## config.mk

```make
export PLATFORM = sky130hd
export DESIGN_NAME = seven_seg_scan_scheduler
export DESIGN_NICKNAME = d
export VERILOG_FILES = /design/src/rtl/seven_seg_scan_scheduler.sv
export SDC_FILE = /design/constraint.sdc
export NUM_CORES = 1
export LEC_CHECK = 0
export BUFFER_PORTS_ARGS = -buffer_cell sky130_fd_sc_hd__buf_2
export CORE_ASPECT_RATIO = 2
export CORE_MARGIN = 1
export CORE_UTILIZATION = 45
export DETAILED_ROUTE_END_ITERATION = 10
export GPL_TIMING_DRIVEN = 0
export MAX_ROUTING_LAYER = met4
export PLACE_DENSITY = 0.67
export REMOVE_ABC_BUFFERS = 1
export SYNTH_ARGS = -nofsm -noshare
export SYNTH_HDL_FRONTEND = slang
export SYNTH_SLANG_ARGS = --single-unit
```

## constraint.sdc

```tcl
create_clock -name kHzclk -period 4.4 [get_ports kHzclk]
set_clock_uncertainty 0.05 [all_clocks]
set_input_delay 0.88 -clock kHzclk [delete_from_list [all_inputs] [get_ports kHzclk]]
set_output_delay 0.88 -clock kHzclk [all_outputs]
set_load 0.01 [all_outputs]
```

## src/rtl/seven_seg_scan_scheduler.sv

```systemverilog
// Four-digit multiplexed seven-segment scan sequencer with dead-time blanking,
// message/primary arbitration, leading-zero blanking and per-digit blink.
module seven_seg_scan_scheduler #(
  parameter int ON_CYCLES    = 3,
  parameter int DEAD_CYCLES  = 1,
  parameter int MSG_FRAMES   = 250,
  parameter int BLINK_FRAMES = 64
) (
  input  logic        kHzclk,
  input  logic        reset,
  input  logic [15:0] pri_value,
  input  logic        msg_req,
  input  logic [15:0] msg_value,
  input  logic        lz_blank_en,
  input  logic [3:0]  blink_mask,
  output logic [3:0]  AN,
  output logic [3:0]  small_bin,
  output logic        msg_grant,
  output logic        msg_done,
  output logic        frame_tick
);

  localparam int SW = $clog2(ON_CYCLES + DEAD_CYCLES + 1);
  localparam int FW = $clog2(MSG_FRAMES + 1);
  localparam int BW = $clog2(BLINK_FRAMES + 1);

  localparam logic [0:0] PH_ON   = 1'b0;
  localparam logic [0:0] PH_DEAD = 1'b1;

  localparam logic [1:0] ST_IDLE    = 2'd0;
  localparam logic [1:0] ST_GRANT   = 2'd1;
  localparam logic [1:0] ST_HOLDOFF = 2'd2;

  // Scan position: the digit/slot/phase the next clock edge will display.
  logic [1:0]    digit, digit_nx;
  logic [SW-1:0] slot, slot_nx;
  logic [0:0]    phase, phase_nx;

  logic [1:0]    state, state_nx;
  logic [FW-1:0] frame_cnt, frame_cnt_nx;
  logic          grant_nx, done_nx;

  logic [BW-1:0] blink_cnt, blink_cnt_nx;
  logic          blink_phase, blink_phase_nx;

  logic [15:0]   snap, eff_snap;
  logic [3:0]    mask, eff_mask;
  logic          frame_start, lz_hit, blanked;
  logic [3:0]    nibble;

  // NOTE: every variable assigned in this block gets a default first, so no latch is inferred.
  always_comb begin
    frame_start  = (digit == 2'd0) && (slot == '0) && (phase == PH_ON);

    state_nx     = state;
    frame_cnt_nx = frame_cnt;
    grant_nx     = msg_grant;
    done_nx      = 1'b0;
    if (frame_start) begin
      case (state)
        ST_IDLE: if (msg_req) begin
          state_nx     = ST_GRANT;
          frame_cnt_nx = '0;
          grant_nx     = 1'b1;
        end
        ST_GRANT: begin
          frame_cnt_nx = frame_cnt + FW'(1);
          // Expiry and req drop at the same boundary collapse into one ending.
          if (frame_cnt_nx == FW'(MSG_FRAMES) || !msg_req) begin
            state_nx = ST_HOLDOFF;
            grant_nx = 1'b0;
            done_nx  = 1'b1;
          end
        end
        ST_HOLDOFF: if (!msg_req) state_nx = ST_IDLE;
        default:    state_nx = ST_IDLE;
      endcase
    end

    blink_cnt_nx   = blink_cnt;
    blink_phase_nx = blink_phase;
    if (frame_start) begin
      if (blink_cnt == BW'(BLINK_FRAMES)) begin
        blink_phase_nx = ~blink_phase;
        blink_cnt_nx   = BW'(1);
      end else begin
        blink_cnt_nx = blink_cnt + BW'(1);
      end
    end

    // The frame's first cycle displays the freshly latched snapshot.
    eff_snap = frame_start ? (grant_nx ? msg_value : pri_value) : snap;
    eff_mask = frame_start ? blink_mask : mask;

    case (digit)
      2'd1:    lz_hit = (eff_snap[15:4] == '0);
      2'd2:    lz_hit = (eff_snap[15:8] == '0);
      2'd3:    lz_hit = (eff_snap[15:12] == '0);
      default: lz_hit = 1'b0;
    endcase
    blanked = (lz_blank_en && lz_hit) || (blink_phase_nx && eff_mask[digit]);
    nibble  = 4'(eff_snap >> {digit, 2'b00});

    digit_nx = digit;
    slot_nx  = slot + SW'(1);
    phase_nx = phase;
    if (phase == PH_ON && slot == SW'(ON_CYCLES - 1)) begin
      slot_nx = '0;
      if (DEAD_CYCLES > 0) phase_nx = PH_DEAD;
      else                 digit_nx = digit + 2'd1;
    end else if (phase == PH_DEAD && slot == SW'(DEAD_CYCLES - 1)) begin
      slot_nx  = '0;
      phase_nx = PH_ON;
      digit_nx = digit + 2'd1;
    end
  end

  // NOTE: sequential state uses non-blocking assignments so all registers update together.
  always_ff @(posedge kHzclk or posedge reset) begin
    if (reset) begin
      digit       <= 2'd0;
      slot        <= '0;
      phase       <= PH_ON;
      state       <= ST_IDLE;
      frame_cnt   <= '0;
      blink_cnt   <= '0;
      blink_phase <= 1'b0;
      snap        <= '0;
      mask        <= '0;
      AN          <= 4'hF;
      small_bin   <= 4'h0;
      msg_grant   <= 1'b0;
      msg_done    <= 1'b0;
      frame_tick  <= 1'b0;
    end else begin
      digit       <= digit_nx;
      slot        <= slot_nx;
      phase       <= phase_nx;
      state       <= state_nx;
      frame_cnt   <= frame_cnt_nx;
      blink_cnt   <= blink_cnt_nx;
      blink_phase <= blink_phase_nx;
      snap        <= eff_snap;
      mask        <= eff_mask;
      msg_grant   <= grant_nx;
      msg_done    <= done_nx;
      frame_tick  <= frame_start;
      if (phase == PH_ON) begin
        AN        <= blanked ? 4'hF : ~(4'b0001 << digit);
        small_bin <= nibble;
      end else begin
        AN        <= 4'hF;
      end
    end
  end

endmodule

```

## Yosys cells after proc, flatten, opt, wreduce, memory -nomap -nowiden

Index checks and enable logic that the tools add are counted.

| cells by class | value |
|---|---|
| add/subtract/negate cells | 4 |
| $lt $le $gt $ge | 1 |
| eq/ne operators | 11 |
| shifts and indexed selects | 2 |
| mux-type cells | 28 |
| bitwise logic cells | 4 |
| reductions and logical operators | 20 |

Operators by type and width:

| operator | count |
|---|---|
| 16-bit 2-to-1 mux | 2 |
| 8-bit case mux with 2 select lines | 1 |
| 16-bit by 4-bit >> shifter with 4-bit output | 1 |
| 12-bit zero test | 1 |
| 4-bit 2-to-1 mux | 3 |
| 1-bit 2-to-1 mux | 11 |
| 8-bit by 1-bit adder with 8-bit output, second input constant | 1 |
| 8-bit == test, second input constant | 1 |
| 8-bit zero test | 1 |
| 8-bit 2-to-1 mux | 1 |
| 7-bit by 1-bit adder with 7-bit output, second input constant | 1 |
| 7-bit == test, second input constant | 1 |
| 7-bit 2-to-1 mux | 1 |
| 2-bit == test, second input constant | 3 |
| 1-bit logical AND | 6 |
| 2-bit 2-to-1 mux | 3 |
| 3-bit 2-to-1 mux | 2 |
| 2-bit != test, second input constant | 3 |
| 2-bit case mux with 3 select lines | 1 |
| 2-bit by 1-bit == test with 1-bit output, second input constant | 2 |
| 2-bit zero test | 2 |
| 4-bit zero test | 1 |
| 4-bit NOT | 1 |
| 4-bit AND reduction | 1 |
| 15 further kinds | 19 |

| word-level totals | value |
|---|---|
| register bits | 55 |
| input bits | 40 |
| output and inout port bits | 11 |
| logic and storage cells | 84 |

## Longest topological paths before layout

Gate-level depths: netlist of the first run.

| depth | value |
|---|---|
| word-level depth | 14 |
| mapped depth | 14 |
| depth with buffers taken out | 12 |

## Worst setup path before layout of the first run

OpenSTA, ideal clock, no wires.

| timing path | value |
|---|---|
| path type | reg-to-reg |
| from | reg digit[0] |
| to | reg AN[0] |
| arrival time | 2.756 ns |
| data required time | 4.266 ns |
| slack | 1.510 ns |
| cell stages (with the launch flop) | 15 |
| buffers on the path | 2 |
| path through | dfrtp_1 clkbuf_1 inv_2 ha_1 nand4b_1 inv_2 nand2_1 nand2_1 and2_1 clkbuf_1 nand2_1 nor4_1 or4_4 a311oi_2 o21ai_1 |

| on the way | value |
|---|---|
| cells in the longest elaborated chain, start to end | 12 |
| elaborated cells on any way between the ends | 24 |
| classes of those cells | 3 x eq/ne; 1 x shift; 10 x mux; 1 x bitwise; 9 x reduce/logical |

RTL lines:

| what | RTL line | RTL |
|---|---|---|
| from (decl) | 35 | `logic [1:0] digit, digit_nx;` |
| from (signal assigned) | 136 | `digit <= digit_nx;` |
| 2-bit zero test | 53 | `frame_start = (digit == 2'd0) && (slot == '0) && (phase == PH_ON);` |
| 1-bit logical AND (2 in a row) | 53 |  |
| 1-bit 2-to-1 mux | 59 | `if (frame_start) begin` |
| 16-bit 2-to-1 mux (2 in a row) | 92 | `eff_snap = frame_start ? (grant_nx ? msg_value : pri_value) : snap;` |
| 12-bit zero test, or another cell as far along | 96 | `2'd1: lz_hit = (eff_snap[15:4] == '0);` |
| 1-bit case mux with 3 select lines | 95 | `case (digit)` |
| 1-bit logical AND | 101 | `blanked = (lz_blank_en && lz_hit) \|\| (blink_phase_nx && eff_mask[digit]);` |
| 1-bit logical OR | 101 |  |
| 4-bit 2-to-1 mux (*) | 149 | `AN <= blanked ? 4'hF : ~(4'b0001 << digit);` |
| 4-bit 2-to-1 mux (*) | 148 | `if (phase == PH_ON) begin` |
| to (signal assigned) | 149 |  |
| to (decl) | 16 | `output logic [3:0] AN,` |

Every way passes the cells marked *; elsewhere a longest branch is shown, timed or not. The select of a mux whose other input is x is not followed.
A chain may end at the register's enable or synchronous reset.

## Worst setup path in the final report of the first run

Ends and elaborated chain as after synthesis.

==> impl_metrics.yaml, run 1 <==
worst_setup_path:
  crit_start: "digit[0]"
  cp_cell_sequence: "inv_2 > ha_1 > nand4b_1 > bufinv_8 > nand2_1 > nand2_1 > nand2_1 > nor2_8 > nor4_2 > or4_4 > a311oi_2 > o21ai_1"
  critical-path-slowest-cell: "dfrtp_1"
  crit_path_start_kind: "register"
  critPathBufInv: 2
  reg2reg_from: "digit[0]"
  worst-endpoint-required_ps: 4560
  crit_path_max_fanout: 43
  cpPeakStageDelay_ps: 520
  crit_family: "simple AND/OR/NAND/NOR gates"
  arrival_ps: 4130
  path_class: "reg2reg"
  cp-end-kind: "register"
  crit_top_cell: "nand2_1"
pwr:
  vdd_drop_max_mv: 0.351
  p_per_area_mw_per_mm2: 345
  p_leak_nw: 1.62
global_route:
  grt_usage: 0.235
  first_global_vias: 2563
  antenna_found_initial: 0
  grt_start_max_net_pins: 44
  grt_remaining_overflow: 0
  grt_pass1_wl_um: 12100
detailed_routing:
  drt-total-wl_um: 7150
  vias: 2542
  viasPerCell: 5.49
  antenna_left: 0
  drc: 0
  first_pass_iters: 6
  initialDrtViolationCount: 129
  wl_per_cell_um: 15.4
final_layout:
  final_common_cell: "dfrtp_1"
  fin_util: 0.542
  syn_to_final_growth_pct: 17.4
  design_area_mm2: 0.00356
  drive_above_1_share: 0.219
  diodes: 0
  final_cell_mix: "51 x dfrtp_1, 50 x buf_2, 44 x nand2_1, 27 x nor2_1, 19 x a21oi_1"
  fin_nets: 426
outcome:
  status: "complete, no violations"
sta:
  rsz0062_at_grt: "false"
  slew_headroom: 0.548
  slew_violations: 0
  tightest_slew_ps: 678
  setup_viol: 0
  fmax_ghz: 0.252
  min_period_over_period: 0.901
  tns_ps: 0
  fin_crit_ps: 3970
  hold_viol_final: 0
  holdWs_ps: 410
placed_design:
  port_buffers: 50
  place.gp.congestion: 0.812
  dp_hpwl_um: 5190
  place_area_mm2: 0.00336
cts:
  cts_tree: "done"
  cts_made_buffers: 5
  clkLatencyLatePin_ps: 300
  cts_num_sinks: 55
  cts_root_buf: "clkbuf_16"
  hold_buffers: 0
  cts.clk_slew.worst_paths_ps: 70
  clock_path_buffers: 2
  cts.htree.levels: 2
floorplan:
  rows: 42
  ioPinCount: 51
  die_h_um: 118
  die_w_um: 60.0
  initial_core_util: 0.461
  die-area_mm2: 0.00709
  core_area_mm2: 0.00657
logic_synthesis:
  synth_seq_area_share: 0.456
  syn_inst: 324
  ys_types: 52
  yosysTopAreaCellShare: 0.421
  syn_avg_cell_area_um2: 9.35
  synth_edf_count: 0
  synth_area_leaders: "dfrtp_1 42%, nand2_1 5.5%, ha_1 5.0%"
  yosysTopAreaCell: "dfrtp_1"
  ys.flop_type: "dfrtp_1"
  synth-warning-count: 0
  synthesis.area_mm2: 0.00303
  synth_seq_cells: 55
  async_flop_share: 1.00
flow_run:
  maxCapViolCount: 0
worst_hold_path:
  holdCritStartpoint: "slot[0]"
  hold_class: "reg2reg"
worst register-to-register path: cells and delay by family, from the launching register on:
| kind | cells | cell delay [ps] |
|---|---|---|
| simple gates | 7 | 1820 |
| buf+inv | 2 | 740 |
| flops | 1 | 520 |
| compound gates | 2 | 450 |
| fa+ha+maj | 1 | 290 |
metal layers:
metal | routed length [µm] | GRT usage | up-vias
met5 | 0 | - | -
met3 | 196 | 0.0352 | 12
met1 | 2740 | 0.249 | 1232
met4 | 165 | 0.0901 | 0
li1 | - | - | 1243
met2 | 4040 | 0.416 | 55
flip-flops by register name (all words and copies together), names as in the netlist, 2 cells and up:
name / cells
AN: 4
blink_cnt: 7
digit: 2
frame_cnt: 8
mask: 4
slot: 3
small_bin: 4
snap: 16
state: 2
cell usage after synthesis, types with 10 or more instances:
library cell and n:
nand2_1 44, a31oi_1 12, ha_1 12, nor2_1 27, o21ai_1 13, inv_1 19
dfrtp_1 51, nor3_1 10, o21ai_0 14, a21oi_1 19, mux2i_1 13
cells by family (layout without fill, tap and decap cells):
group / after synthesis / after routing / share of synthesized area
xor gates and xnor gates: 6 / 6 / 0.0198
muxes: 14 / 14 / 0.0467
adders and majority gates: 12 / 12 / 0.0495
AOI/OAI and AO/OA: 82 / 82 / 0.172
DFF: 55 / 55 / 0.456
buffers and inverters: 32 / 82 / 0.0434
and+or+nand+nor: 123 / 124 / 0.213
report_power, final:
part / leakage [nW] / switching (mW) / internal, mW
clock: 0.0771 / 0.182 / 0.269
combinational: 0.887 / 0.120 / 0.0794
sequential: 0.660 / 0.0309 / 0.547
total: 1.62 / 0.333 / 0.896
final cells by class:
class / instances / area [µm²]
repair buffers: 52 / 278
clock inverters: 2 / 37.5
flip-flops and latches: 55 / 1380
fillers: 654 / 3010
clock buffers: 6 / 129
well taps: 88 / 110
multi-input cells: 238 / 1530
inverters: 22 / 96.3
per-stage QoR:
stage                     power [mW]  cells  setup slack [ps]
after floorplan                0.719    314               702
after detailed placement       0.789    453              -553
after global routing            1.29    463               164
final                           1.23    463               434
after global placement         0.781    452              -577
after CTS                       1.24    462              33.3
worst paths after layout:
path                       endpoint  slack [ps]  depth (start not counted)
min reg2reg                 slot[0]         410                          1
max reg2reg                   AN[0]         430                         12
max in group asynchronous     AN[3]        3170                          3
min in group asynchronous  state[0]         530                          2
min                         slot[0]         410                          1
max                           AN[0]         430                         12
repair_timing:
action | CTS | global route
pin swaps | 1 | 1
gates cloned | 1 | 0
buffers inserted | 0 | 1
endpoints found under the setup margin | 13 | 8
gates resized for setup | 1 | 3
hold endpoints to repair | 0 | 0
(Power assumes the default switching activity.)
==> run 2: changes to the inputs <==
==> constraint.sdc (replaced) <==
create_clock -name kHzclk -period 4.4 [get_ports kHzclk]
set_clock_uncertainty 0.05 [all_clocks]
set_input_delay 0.22 -clock kHzclk [delete_from_list [all_inputs] [get_ports kHzclk]]
set_output_delay 0.22 -clock kHzclk [all_outputs]
set_load 0.01 [all_outputs]
==> impl_metrics.yaml, run 2 (same netlist as run 1, synthesis figures left out) <==
outcome:
  status: "complete, no violations"
placed_design:
  port_buffers: 50
  place.gp.congestion: 0.812
  dp_hpwl_um: 5190
  place_area_mm2: 0.00336
worst_setup_path:
  cp-end-kind: "register"
  arrival_ps: 4140
  r2r_cells: 12
  crit_path_max_fanout: 43
  crit_path_start_kind: "register"
  path_class: "reg2reg"
  worst-endpoint-required_ps: 4560
cts:
  cts_root_buf: "clkbuf_16"
  clkLatencyLatePin_ps: 290
  cts.htree.levels: 2
  cts_tree: "done"
  cts_made_buffers: 5
  clock_path_buffers: 2
  cts_num_sinks: 55
  cts.clk_slew.worst_paths_ps: 70
detailed_routing:
  wl_per_cell_um: 15.3
  drt-total-wl_um: 7120
  antenna_left: 0
  vias: 2543
  first_pass_iters: 6
  initialDrtViolationCount: 136
  viasPerCell: 5.48
  drc: 0
worst_hold_path:
  min_path_cells: 3
  hold_class: "in2reg"
global_route:
  antenna_found_initial: 0
  grt_start_max_net_pins: 44
  grt_usage: 0.235
  grt_remaining_overflow: 0
  first_global_vias: 2563
  grt_pass1_wl_um: 12100
sta:
  setup_viol: 0
  hold_viol_final: 0
  holdWs_ps: 95.8
  tightest_slew_ps: 678
  min_period_over_period: 0.905
  fin_crit_ps: 3980
  slew_headroom: 0.548
  rsz0062_at_grt: "false"
  tns_ps: 0
  fmax_ghz: 0.251
  slew_violations: 0
floorplan:
  die_h_um: 118
  die_w_um: 60.0
  die-area_mm2: 0.00709
  initial_core_util: 0.461
  core_area_mm2: 0.00657
  rows: 42
  ioPinCount: 51
final_layout:
  largest_reg_flops: 16
  final_common_cell: "dfrtp_1"
  largest_register: "snap"
  final_cell_mix: "51 x dfrtp_1, 50 x buf_2, 44 x nand2_1, 27 x nor2_1, 19 x a21oi_1"
  reg.largest.list: "snap: 16 flops, frame_cnt: 8 flops, blink_cnt: 7 flops"
  design_area_mm2: 0.00357
  num-fill-cells: 653
  diodes: 0
  fin_util: 0.543
  drive_above_1_share: 0.218
  syn_to_final_growth_pct: 17.8
  fin_nets: 427
flow_run:
  maxCapViolCount: 0
pwr:
  p_per_area_mw_per_mm2: 344
  vdd_drop_max_mv: 0.351
  p_leak_nw: 1.63
-- run 2: changes by cell type in the layout (fill, tap and decap cells not counted) --
cell / previous run / this run
dlygate4sd3_1: 0 / 1
-- run 2: where the power goes --
group	internal, mW	switching [mW]	leakage [nW]
registers	0.547	0.0308	0.660
logic	0.0800	0.120	0.891
clock network	0.269	0.179	0.0771
-- run 2: area by class of cell --
type / count / area, µm² / share of cell area
inverter: 22 / 96.3 / 0.0270
timing repair buffer: 53 / 288 / 0.0806
clock inverter: 2 / 37.5 / 0.0105
clock buffer: 6 / 129 / 0.0361
sequential: 55 / 1380 / 0.387
multi-input combinational: 238 / 1530 / 0.428
tap: 88 / 110 / 0.0309
-- run 2: per-stage QoR --
| stage | setup slack (ps) | instances | power (mW) |
|---|---|---|---|
| floorplan | 702 | 314 | 0.719 |
| global placement | -577 | 452 | 0.781 |
| detailed placement | -553 | 453 | 0.789 |
| CTS | 33.3 | 463 | 1.24 |
| global route | 164 | 464 | 1.29 |
| finish | 419 | 464 | 1.23 |
-- run 2: worst paths after layout --
kind	startpoint	to	slack, ps
min in group asynchronous	reset	state[0]	420
setup / recovery	digit[0]	AN[0]	420
setup reg to reg	digit[0]	AN[0]	420
hold / removal	blink_mask[1]	mask[1]	100
hold reg to reg	slot[0]	slot[0]	410
max in group asynchronous	reset	AN[3]	3270
-- run 2: worst max-delay path: stages (launching register included) --
cell and delay [ps]:
dfrtp_1 520, inv_2 290, ha_1 290, nand4b_1 340, bufinv_8 450, nand2_1 240, nand2_1 250, nand2_1 240
nor2_8 200, nor4_2 50, or4_4 510, a311oi_2 320, o21ai_1 130
-- run 2: what timing repair did --
item | CTS | global route
endpoints found under the setup margin | 13 | 8
hold buffers | 1 | 0
endpoints found under the hold margin | 16 | 0
cloned | 1 | 0
pin swaps | 1 | 1
setup buffers | 0 | 1
resized for setup | 1 | 3
-- run 2: per-layer routing --
metal | share of wire | GRT usage | vias to the layer above | wire length [µm]
met5 | 0 | - | - | 0
met4 | 0.015 | 0.0901 | 0 | 107
met3 | 0.025 | 0.0352 | 8 | 175
met2 | 0.58 | 0.416 | 54 | 4110
met1 | 0.38 | 0.249 | 1234 | 2730
li1 | - | - | 1247 | -
